===== src/rtl/lsu_mem_requester_if.sv =====
// LSU bundle: pipeline request/response handshake plus the data-memory port.
// master = LSU view (drives memory, answers requests); slave = pipeline/memory view.
interface lsu_mem_requester_if;
  logic        req_valid;
  logic        req_ready;
  logic [2:0]  req_op;
  logic [31:0] req_addr;
  logic [31:0] req_wdata;
  logic        resp_valid;
  logic [31:0] resp_rdata;
  logic        resp_err;
  logic        mem_ena;
  logic        mem_wr_en;
  logic [1:0]  mem_wr_sel;
  logic [1:0]  mem_rd_sel;
  logic [31:0] mem_addr;
  logic [31:0] mem_wdata;
  logic [31:0] mem_rdata;

  modport master (
    input  req_valid, req_op, req_addr, req_wdata, mem_rdata,
    output req_ready, resp_valid, resp_rdata, resp_err,
    output mem_ena, mem_wr_en, mem_wr_sel, mem_rd_sel, mem_addr, mem_wdata
  );

  modport slave (
    output req_valid, req_op, req_addr, req_wdata, mem_rdata,
    input  req_ready, resp_valid, resp_rdata, resp_err,
    input  mem_ena, mem_wr_en, mem_wr_sel, mem_rd_sel, mem_addr, mem_wdata
  );
endinterface


===== src/rtl/lsu_mem_requester.sv =====
// Load/store initiator: aligned ops take one memory access, misaligned ones split into bytes.
// Latency accept->resp: 2 aligned, N+1 split, 1 error; req_ready only while idle (one op in flight).
module lsu_mem_requester #(
  parameter logic [31:0] MEM_BASE         = 32'h1001_0000,
  parameter int unsigned MEM_BYTES        = 4096,
  parameter bit          ALLOW_MISALIGNED = 1'b1
) (
  input  logic          clk_sig,
  input  logic          rst_sig,
  lsu_mem_requester_if.master bus
);

  typedef enum logic [1:0] {IDLE, ACCESS, SPLIT, RESP} state_e;

  localparam logic [32:0] WIN_LO = {1'b0, MEM_BASE};
  localparam logic [32:0] WIN_HI = WIN_LO + 33'(MEM_BYTES);

  function automatic logic [2:0] op_size(input logic [2:0] op);
    logic [2:0] s;
    case (op)
      3'd0, 3'd1, 3'd5: s = 3'd1;
      3'd2, 3'd3, 3'd6: s = 3'd2;
      default:          s = 3'd4;
    endcase
    return s;
  endfunction

  function automatic logic [31:0] extend(input logic [2:0] op, input logic err,
                                         input logic [31:0] a);
    logic [31:0] r;
    r = '0;
    if (!err) begin
      case (op)
        3'd0:    r = {{24{a[7]}}, a[7:0]};
        3'd1:    r = {24'd0, a[7:0]};
        3'd2:    r = {{16{a[15]}}, a[15:0]};
        3'd3:    r = {16'd0, a[15:0]};
        3'd4:    r = a;
        default: r = '0;
      endcase
    end
    return r;
  endfunction

  state_e      state_q, state_d;
  logic [2:0]  op_q, op_d;
  logic [31:0] addr_q, addr_d;
  logic [31:0] wdata_q, wdata_d;
  logic [31:0] asm_q, asm_d;
  logic [1:0]  cnt_q, cnt_d;
  logic        err_q, err_d;
  logic [31:0] resp_rdata_q, resp_rdata_d;
  logic        resp_err_q, resp_err_d;

  logic [2:0]  req_size;
  logic [32:0] req_last;
  logic        req_in_range, req_misal, req_err, accept;
  logic [2:0]  size_q;
  logic        is_store;
  logic [1:0]  last_cnt;
  logic        active;
  logic [1:0]  sel;

  // Range check covers every byte of the access, in 33 bits so the window end cannot wrap.
  assign req_size     = op_size(bus.req_op);
  assign req_last     = {1'b0, bus.req_addr} + {30'd0, req_size} - 33'd1;
  assign req_in_range = ({1'b0, bus.req_addr} >= WIN_LO) && (req_last < WIN_HI);
  assign req_misal    = ((req_size == 3'd2) && bus.req_addr[0]) ||
                        ((req_size == 3'd4) && (bus.req_addr[1:0] != 2'b00));
  assign req_err      = !req_in_range || (req_misal && !ALLOW_MISALIGNED);
  assign accept       = (state_q == IDLE) && bus.req_valid && !rst_sig;

  assign size_q   = op_size(op_q);
  assign is_store = (op_q >= 3'd5);
  assign last_cnt = (size_q == 3'd4) ? 2'd3 : 2'd1;

  always_ff @(posedge clk_sig) begin
    if (rst_sig) state_q <= IDLE;
    else         state_q <= state_d;
  end

  always_comb begin
    state_d = state_q;
    case (state_q)
      IDLE:    if (accept) state_d = req_err ? RESP : (req_misal ? SPLIT : ACCESS);
      ACCESS:  state_d = RESP;
      SPLIT:   if (cnt_q == last_cnt) state_d = RESP;
      RESP:    state_d = IDLE;
      default: state_d = IDLE;
    endcase
  end

  always_comb begin
    op_d         = op_q;
    addr_d       = addr_q;
    wdata_d      = wdata_q;
    asm_d        = asm_q;
    cnt_d        = cnt_q;
    err_d        = err_q;
    resp_rdata_d = resp_rdata_q;
    resp_err_d   = resp_err_q;
    if (accept) begin
      op_d    = bus.req_op;
      addr_d  = bus.req_addr;
      wdata_d = bus.req_wdata;
      asm_d   = '0;
      cnt_d   = 2'd0;
      err_d   = req_err;
    end
    case (state_q)
      ACCESS: asm_d = bus.mem_rdata;
      SPLIT: begin
        asm_d[{cnt_q, 3'b000} +: 8] = bus.mem_rdata[7:0];
        cnt_d = cnt_q + 2'd1;
      end
      default: ;
    endcase
    // Response fields are frozen on entry to RESP and held until the next response.
    if ((state_d == RESP) && (state_q != RESP)) begin
      resp_rdata_d = extend(op_d, err_d, asm_d);
      resp_err_d   = err_d;
    end
  end

  always_ff @(posedge clk_sig) begin
    if (rst_sig) begin
      op_q         <= '0;
      addr_q       <= '0;
      wdata_q      <= '0;
      asm_q        <= '0;
      cnt_q        <= '0;
      err_q        <= 1'b0;
      resp_rdata_q <= '0;
      resp_err_q   <= 1'b0;
    end else begin
      op_q         <= op_d;
      addr_q       <= addr_d;
      wdata_q      <= wdata_d;
      asm_q        <= asm_d;
      cnt_q        <= cnt_d;
      err_q        <= err_d;
      resp_rdata_q <= resp_rdata_d;
      resp_err_q   <= resp_err_d;
    end
  end

  // Reset blocks the memory port at once so an interrupted split commits nothing further.
  assign active = ((state_q == ACCESS) || (state_q == SPLIT)) && !rst_sig;

  always_comb begin
    if (state_q == SPLIT)      sel = 2'b11;
    else if (size_q == 3'd4)   sel = 2'b01;
    else if (size_q == 3'd2)   sel = 2'b10;
    else                       sel = 2'b11;
  end

  always_comb begin
    bus.req_ready  = (state_q == IDLE) && !rst_sig;
    bus.resp_valid = (state_q == RESP);
    bus.resp_rdata = resp_rdata_q;
    bus.resp_err   = resp_err_q;
    bus.mem_ena    = 1'b0;
    bus.mem_wr_en  = 1'b0;
    bus.mem_wr_sel = 2'b00;
    bus.mem_rd_sel = 2'b00;
    bus.mem_addr   = '0;
    bus.mem_wdata  = '0;
    if (active) begin
      bus.mem_ena   = 1'b1;
      bus.mem_wr_en = is_store;
      bus.mem_addr  = (state_q == SPLIT) ? (addr_q + {30'd0, cnt_q}) : addr_q;
      if (is_store) begin
        bus.mem_wr_sel = sel;
        if (state_q == SPLIT)    bus.mem_wdata = {24'd0, wdata_q[{cnt_q, 3'b000} +: 8]};
        else if (size_q == 3'd1) bus.mem_wdata = {24'd0, wdata_q[7:0]};
        else if (size_q == 3'd2) bus.mem_wdata = {16'd0, wdata_q[15:0]};
        else                     bus.mem_wdata = wdata_q;
      end else begin
        bus.mem_rd_sel = sel;
      end
    end
  end

endmodule


===== src/flat_wrapper.sv =====
// flat-port wrapper written by rule: the top's interface ports become plain ports
module lsu_mem_requester_flat 
#(
  parameter logic [31:0] MEM_BASE         = 32'h1001_0000,
  parameter int unsigned MEM_BYTES        = 4096,
  parameter bit          ALLOW_MISALIGNED = 1'b1
)
  (clk_sig, rst_sig, bus_req_valid, bus_req_op, bus_req_addr, bus_req_wdata, bus_mem_rdata, bus_req_ready, bus_resp_valid, bus_resp_rdata, bus_resp_err, bus_mem_ena, bus_mem_wr_en, bus_mem_wr_sel, bus_mem_rd_sel, bus_mem_addr, bus_mem_wdata);
  lsu_mem_requester_if bus_i ();
  input  logic clk_sig;
  input  logic rst_sig;
  input wire logic [$bits(bus_i.req_valid)-1:0] bus_req_valid;
  input wire logic [$bits(bus_i.req_op)-1:0] bus_req_op;
  input wire logic [$bits(bus_i.req_addr)-1:0] bus_req_addr;
  input wire logic [$bits(bus_i.req_wdata)-1:0] bus_req_wdata;
  input wire logic [$bits(bus_i.mem_rdata)-1:0] bus_mem_rdata;
  output wire logic [$bits(bus_i.req_ready)-1:0] bus_req_ready;
  output wire logic [$bits(bus_i.resp_valid)-1:0] bus_resp_valid;
  output wire logic [$bits(bus_i.resp_rdata)-1:0] bus_resp_rdata;
  output wire logic [$bits(bus_i.resp_err)-1:0] bus_resp_err;
  output wire logic [$bits(bus_i.mem_ena)-1:0] bus_mem_ena;
  output wire logic [$bits(bus_i.mem_wr_en)-1:0] bus_mem_wr_en;
  output wire logic [$bits(bus_i.mem_wr_sel)-1:0] bus_mem_wr_sel;
  output wire logic [$bits(bus_i.mem_rd_sel)-1:0] bus_mem_rd_sel;
  output wire logic [$bits(bus_i.mem_addr)-1:0] bus_mem_addr;
  output wire logic [$bits(bus_i.mem_wdata)-1:0] bus_mem_wdata;
  assign bus_i.req_valid = bus_req_valid;
  assign bus_i.req_op = bus_req_op;
  assign bus_i.req_addr = bus_req_addr;
  assign bus_i.req_wdata = bus_req_wdata;
  assign bus_i.mem_rdata = bus_mem_rdata;
  assign bus_req_ready = bus_i.req_ready;
  assign bus_resp_valid = bus_i.resp_valid;
  assign bus_resp_rdata = bus_i.resp_rdata;
  assign bus_resp_err = bus_i.resp_err;
  assign bus_mem_ena = bus_i.mem_ena;
  assign bus_mem_wr_en = bus_i.mem_wr_en;
  assign bus_mem_wr_sel = bus_i.mem_wr_sel;
  assign bus_mem_rd_sel = bus_i.mem_rd_sel;
  assign bus_mem_addr = bus_i.mem_addr;
  assign bus_mem_wdata = bus_i.mem_wdata;
  lsu_mem_requester #(.MEM_BASE(MEM_BASE), .MEM_BYTES(MEM_BYTES), .ALLOW_MISALIGNED(ALLOW_MISALIGNED)) u_core (.clk_sig(clk_sig), .rst_sig(rst_sig), .bus(bus_i));
endmodule

===== config.mk =====
export PLATFORM = sky130hd
export DESIGN_NAME = lsu_mem_requester_flat
export DESIGN_NICKNAME = d
export VERILOG_FILES = /design/src/rtl/lsu_mem_requester_if.sv /design/src/rtl/lsu_mem_requester.sv /design/src/flat_wrapper.sv
export SDC_FILE = /design/constraint.sdc
export NUM_CORES = 1
export LEC_CHECK = 0
export CORE_ASPECT_RATIO = 2
export CORE_MARGIN = 4
export CORE_UTILIZATION = 47
export CTS_BUF_LIST = sky130_fd_sc_hd__clkbuf_16
export DETAILED_ROUTE_END_ITERATION = 8
export HOLD_SLACK_MARGIN = 0.08
export PLACE_DENSITY_LB_ADDON = 0.05
export SYNTH_ARGS = -nofsm -noshare
export SYNTH_HDL_FRONTEND = slang
export SYNTH_SLANG_ARGS = --single-unit

===== constraint.sdc =====
create_clock -name clk_sig -period 10.9 [get_ports clk_sig]
set_input_delay 1.635 -clock clk_sig [delete_from_list [all_inputs] [get_ports clk_sig]]
set_output_delay 1.635 -clock clk_sig [all_outputs]
set_load 0.005 [all_outputs]

==> summary.md <==
| Metric | Value |
|---|---|
| Placed Area | `0.0116 sq mm` |
| Placer congestion estimate | `1.03` |
| Vias/cell | `5.78` |
| Post-synth EDFFs | `0` |
| Cell Area, Synth | `0.00939 sq mm` |
| Top_reg_cell synth | `dfxtp_1` |
| Outcome | `complete, no violations` |
| Combinational share of power | `0.373` |
| Slew Viols, Final | `0` |
| Sequential-to-total area share from yosys stat | `0.292` |
| Synth area leaders | `dfxtp_1, ha_1, o21ai_0` |
| CTS buffer count | `17` |
| Critical-path cell with the highest stage delay | `dfxtp_1` |
| Nets@finish | `1,514` |
| Fraction of registers with async set/reset | `0` |
| Fin Hold WS | `455 ps` |
| Worst r2r dst | `u_core.bus.resp_rdata[14]` |
| Area grow syn2layout | `29.5%` |
| Synthesized area per cell | `7.94 sq um` |
| Total grt overflow | `0` |
| HP Class | `register to register` |
| Routed Antenna Nets | `0` |
| Max Cap Viol | `0` |
| Vias | `9,393` |
| IO Count | `207` |
| Vias in the first global route | `9,562` |
| Post-detailed-route DRC marker count | `0` |
| Tmin final | `6300 ps` |
| Top-area cell type share of the netlist area | `0.292` |
| CTS tree | `built` |
| Clock share of power | `0.301` |
| Drt initial violations | `409` |
| Peak VDD IR | `0.000127 V` |
| Max clock buf depth | `2` |
| Count of clock tree sinks | `137` |
| Met1 Use GR | `0.271` |
| Synthesized net count | `1,345` |
| Sequential fraction of design power | `0.326` |
| Worst skew pair latency | `430 ps` |
| Switch share | `0.387` |
| Least-Margin Pin Slew | `1090 ps` |
| Relative slew margins | `0.271` |
| # H-tree levels | `4` |
| Internal reg-to-reg setup slack | `6970 ps` |
| Internal Power | `1.21 mW` |
| Hold_sp | `u_core.wdata_q[3]` |
| Worst reg2reg startpoint | `u_core.state_q[0]` |
| PwrDens | `162 mW/mm^2` |
| Total track usage | `0.288` |
| Largest area contributor in the netlist | `dfxtp_1` |
| Psw | `0.765 mW` |
| CTS resizes | `0` |
| Cts hold-fix bufs | `0` |
| Met3 Use GR | `0.0423` |
| Crit Path Category | `register to output pin` |
| Mapped Cells | `1,183` |
| Initial antenna violation count | `2` |
| Hold Path Stages | `2` |
| Arrival time of the worst setup path | `4670 ps` |
| Starting Density | `0.483` |
| Final hold violation count | `0` |
| Flops & latches, synth | `137` |
| Met2 GRT Util | `0.550` |
| Detailed Route WL | `32,300 um` |
| Yosys warnings | `0` |
| Std-Cell Rows | `72` |
| Largest net degree at the start of global routing | `77` |
| Netlist cell types | `81` |
| Root buf cell | `clkbuf_16` |
| Critical-path cell list | `inv_1 > fa_1 > nor2b_1 > nand2_1 > nor2_1 > and4_1 > nand4_1 > or3_1 > a21oi_1 > clkdlybuf4s50_1` |
| Layout cells sized above 1 | `0.0733` |
| Critical path fanouts, max | `15` |
| Die Y | `208 um` |
| Port Buffer Count | `206` |
| DR pass1 iterations | `5` |
| Crit-path max cell delay | `750 ps` |
| F_max | `159 MHz` |
| Setup Skew | `11.1 ps` |
| RSZ-0062 raised after global routing | `false` |
| Die Wd | `108 um` |
| Hpwl dp | `25,100 um` |
| Critical path endpoint category | `output pin` |
| Startpoint Class | `register` |
| Die area | `0.0224 sq mm` |
| Total power | `1.98 mW` |
| R2R depth | `11` |
| Cell area after layout | `0.0122 sq mm` |
| Core ar. | `0.0195 sq mm` |
| Total setup buffers inserted after CTS | `0` |
| Setup TNS Final | `0 ps` |
| Hold endpoint | `u_core.wdata_q[3]` |
| Lkg Pwr | `4.68 nW` |
| Worst Setup SP | `u_core.cnt_q[1]` |
| Worst-path clk slew | `60 ps` |
| Final Cycle Share | `0.578` |
| Count of final setup violators | `0` |
| Final worst slack | `4600 ps` |
| Drt wl/cell | `19.8 um` |
| Place WS | `4620 ps` |
| GRT Max-Usage Layer | `met2` |
| First-pass GRT wire length | `50,500 um` |
| Critical Path RT | `9270 ps` |
==> metrics by stage <==
stage / cells / utilization
2_1_floorplan: 1183 / -
3_3_place_gp: 1592 / 0.594
3_5_place_dp: 1592 / 0.594
4_1_cts: 1624 / 0.625
5_1_grt: 1626 / 0.625
6_report: 1626 / 0.625
==> cell usage after synthesis, drive strengths merged, types with 3 or more instances <==
cell / count
a21boi: 4
a21o: 14
ha: 59
nand3: 55
nand4: 7
clkbuf: 51
and4bb: 3
a211o: 4
and3: 28
a21oi: 62
nand2b: 16
xor2: 21
o211a: 3
nor2: 97
mux2i: 6
nor4: 4
o2bb2ai: 32
and2: 21
inv: 62
o211ai: 8
o22ai: 8
a2111oi: 8
nand2: 138
a22o: 32
o21ai: 114
a41o: 3
a22oi: 25
a211oi: 4
o21a: 10
a311oi: 4
xnor2: 17
buf: 14
nor3: 16
or3: 14
and4: 4
dfxtp: 137
nor2b: 18
and4b: 4
a31oi: 6
a2111o: 3
o21bai: 7
mux2: 10
==> cell families (layout without fill, tap and decap cells) <==
group           count (synthesis)  after routing  share of synthesized area
simple gates                  435            435                      0.225
compound gates                370            370                      0.291
flops                         137            137                      0.292
buf+inv                       127            309                     0.0576
fa+ha+maj                      60             60                     0.0808
xor+xnor                       38             38                     0.0354
mux                            16             16                     0.0184
other cells                     0              2                          0
==> how the worst max path moves through the flow <==
stage	to	slack, ps	cells after the start
5_1_grt	bus_mem_addr[18]	4170	10
6_report	bus_mem_addr[18]	4600	10
2_1_floorplan	u_core.bus.resp_rdata[15]	5880	16
3_5_place_dp	u_core.bus.resp_rdata[1]	4620	16
4_1_cts	bus_mem_addr[18]	4400	10
3_3_place_gp	u_core.bus.resp_rdata[0]	4770	17
==> flip-flops by register name (all words and copies together) (netlist names) <==
signal / flops
u_core.op_q: 3
u_core.asm_q: 32
u_core.err_q: 1
u_core.bus.resp_err: 1
u_core.addr_q: 32
u_core.cnt_q: 2
u_core.wdata_q: 32
u_core.state_q: 2
u_core.bus.resp_rdata: 32
==> per-layer routing <==
metal / vias to the layer above / wire length [um]
met2: 272 / 18000
met5: - / 0
met3: 110 / 1200
met1: 4414 / 10900
met4: 0 / 2190
li1: 4597 / -
==> power by group through the flow <==
stage | clock (mW) | combinational [mW] | sequential (mW)
after floorplan | 0 | 0.516 | 0.632
after global placement | 0 | 0.732 | 0.651
after detailed placement | 0 | 0.737 | 0.654
after CTS | 0.601 | 0.740 | 0.644
after global routing | 0.625 | 0.816 | 0.655
final | 0.594 | 0.736 | 0.645
==> critical path: cells and delay by family (launching register included) <==
kind            cells  cell delay, ps
simple gates        6            1920
compound gates      1             250
buf+inv             2             830
fa+ha+maj           1             470
flops               1             750
==> area by class of cell <==
| class | count | area, sq um |
|---|---|---|
| fill | 1878 | 7300 |
| multi-input combinational | 919 | 6120 |
| sequential | 137 | 2740 |
| timing repair buffer | 215 | 2130 |
| clock buffer | 17 | 425 |
| tap | 259 | 324 |
| inverter | 62 | 233 |
| clock inverter | 15 | 175 |
| antenna | 2 | 5.00 |
==> cells in the final DEF, fill, tap and decap left out, types with 4 or more instances in the layout <==
master / count
ha_1: 59
and4_1: 4
o211ai_1: 7
mux2_2: 10
clkinv_2: 4
and2_1: 20
or3_1: 14
clkinvlp_4: 4
nor3_1: 16
nand3_1: 55
a211oi_1: 4
o2bb2ai_2: 30
o21bai_1: 6
nand2b_1: 16
nand2_1: 138
inv_1: 60
o21a_1: 9
o22ai_1: 8
clkbuf_16: 17
a22oi_1: 25
a31oi_1: 5
and3_1: 28
mux2i_1: 6
a21oi_1: 61
a22o_1: 32
clkdlybuf4s50_1: 206
and4b_1: 4
xor2_1: 21
buf_4: 9
dfxtp_1: 137
nor2b_1: 18
o21ai_1: 6
a2111oi_0: 5
a21o_1: 14
a211o_1: 4
o21ai_0: 108
nand4_1: 7
nor2_1: 97
xnor2_1: 17
Note: power is estimated with default switching activity, not from simulation.
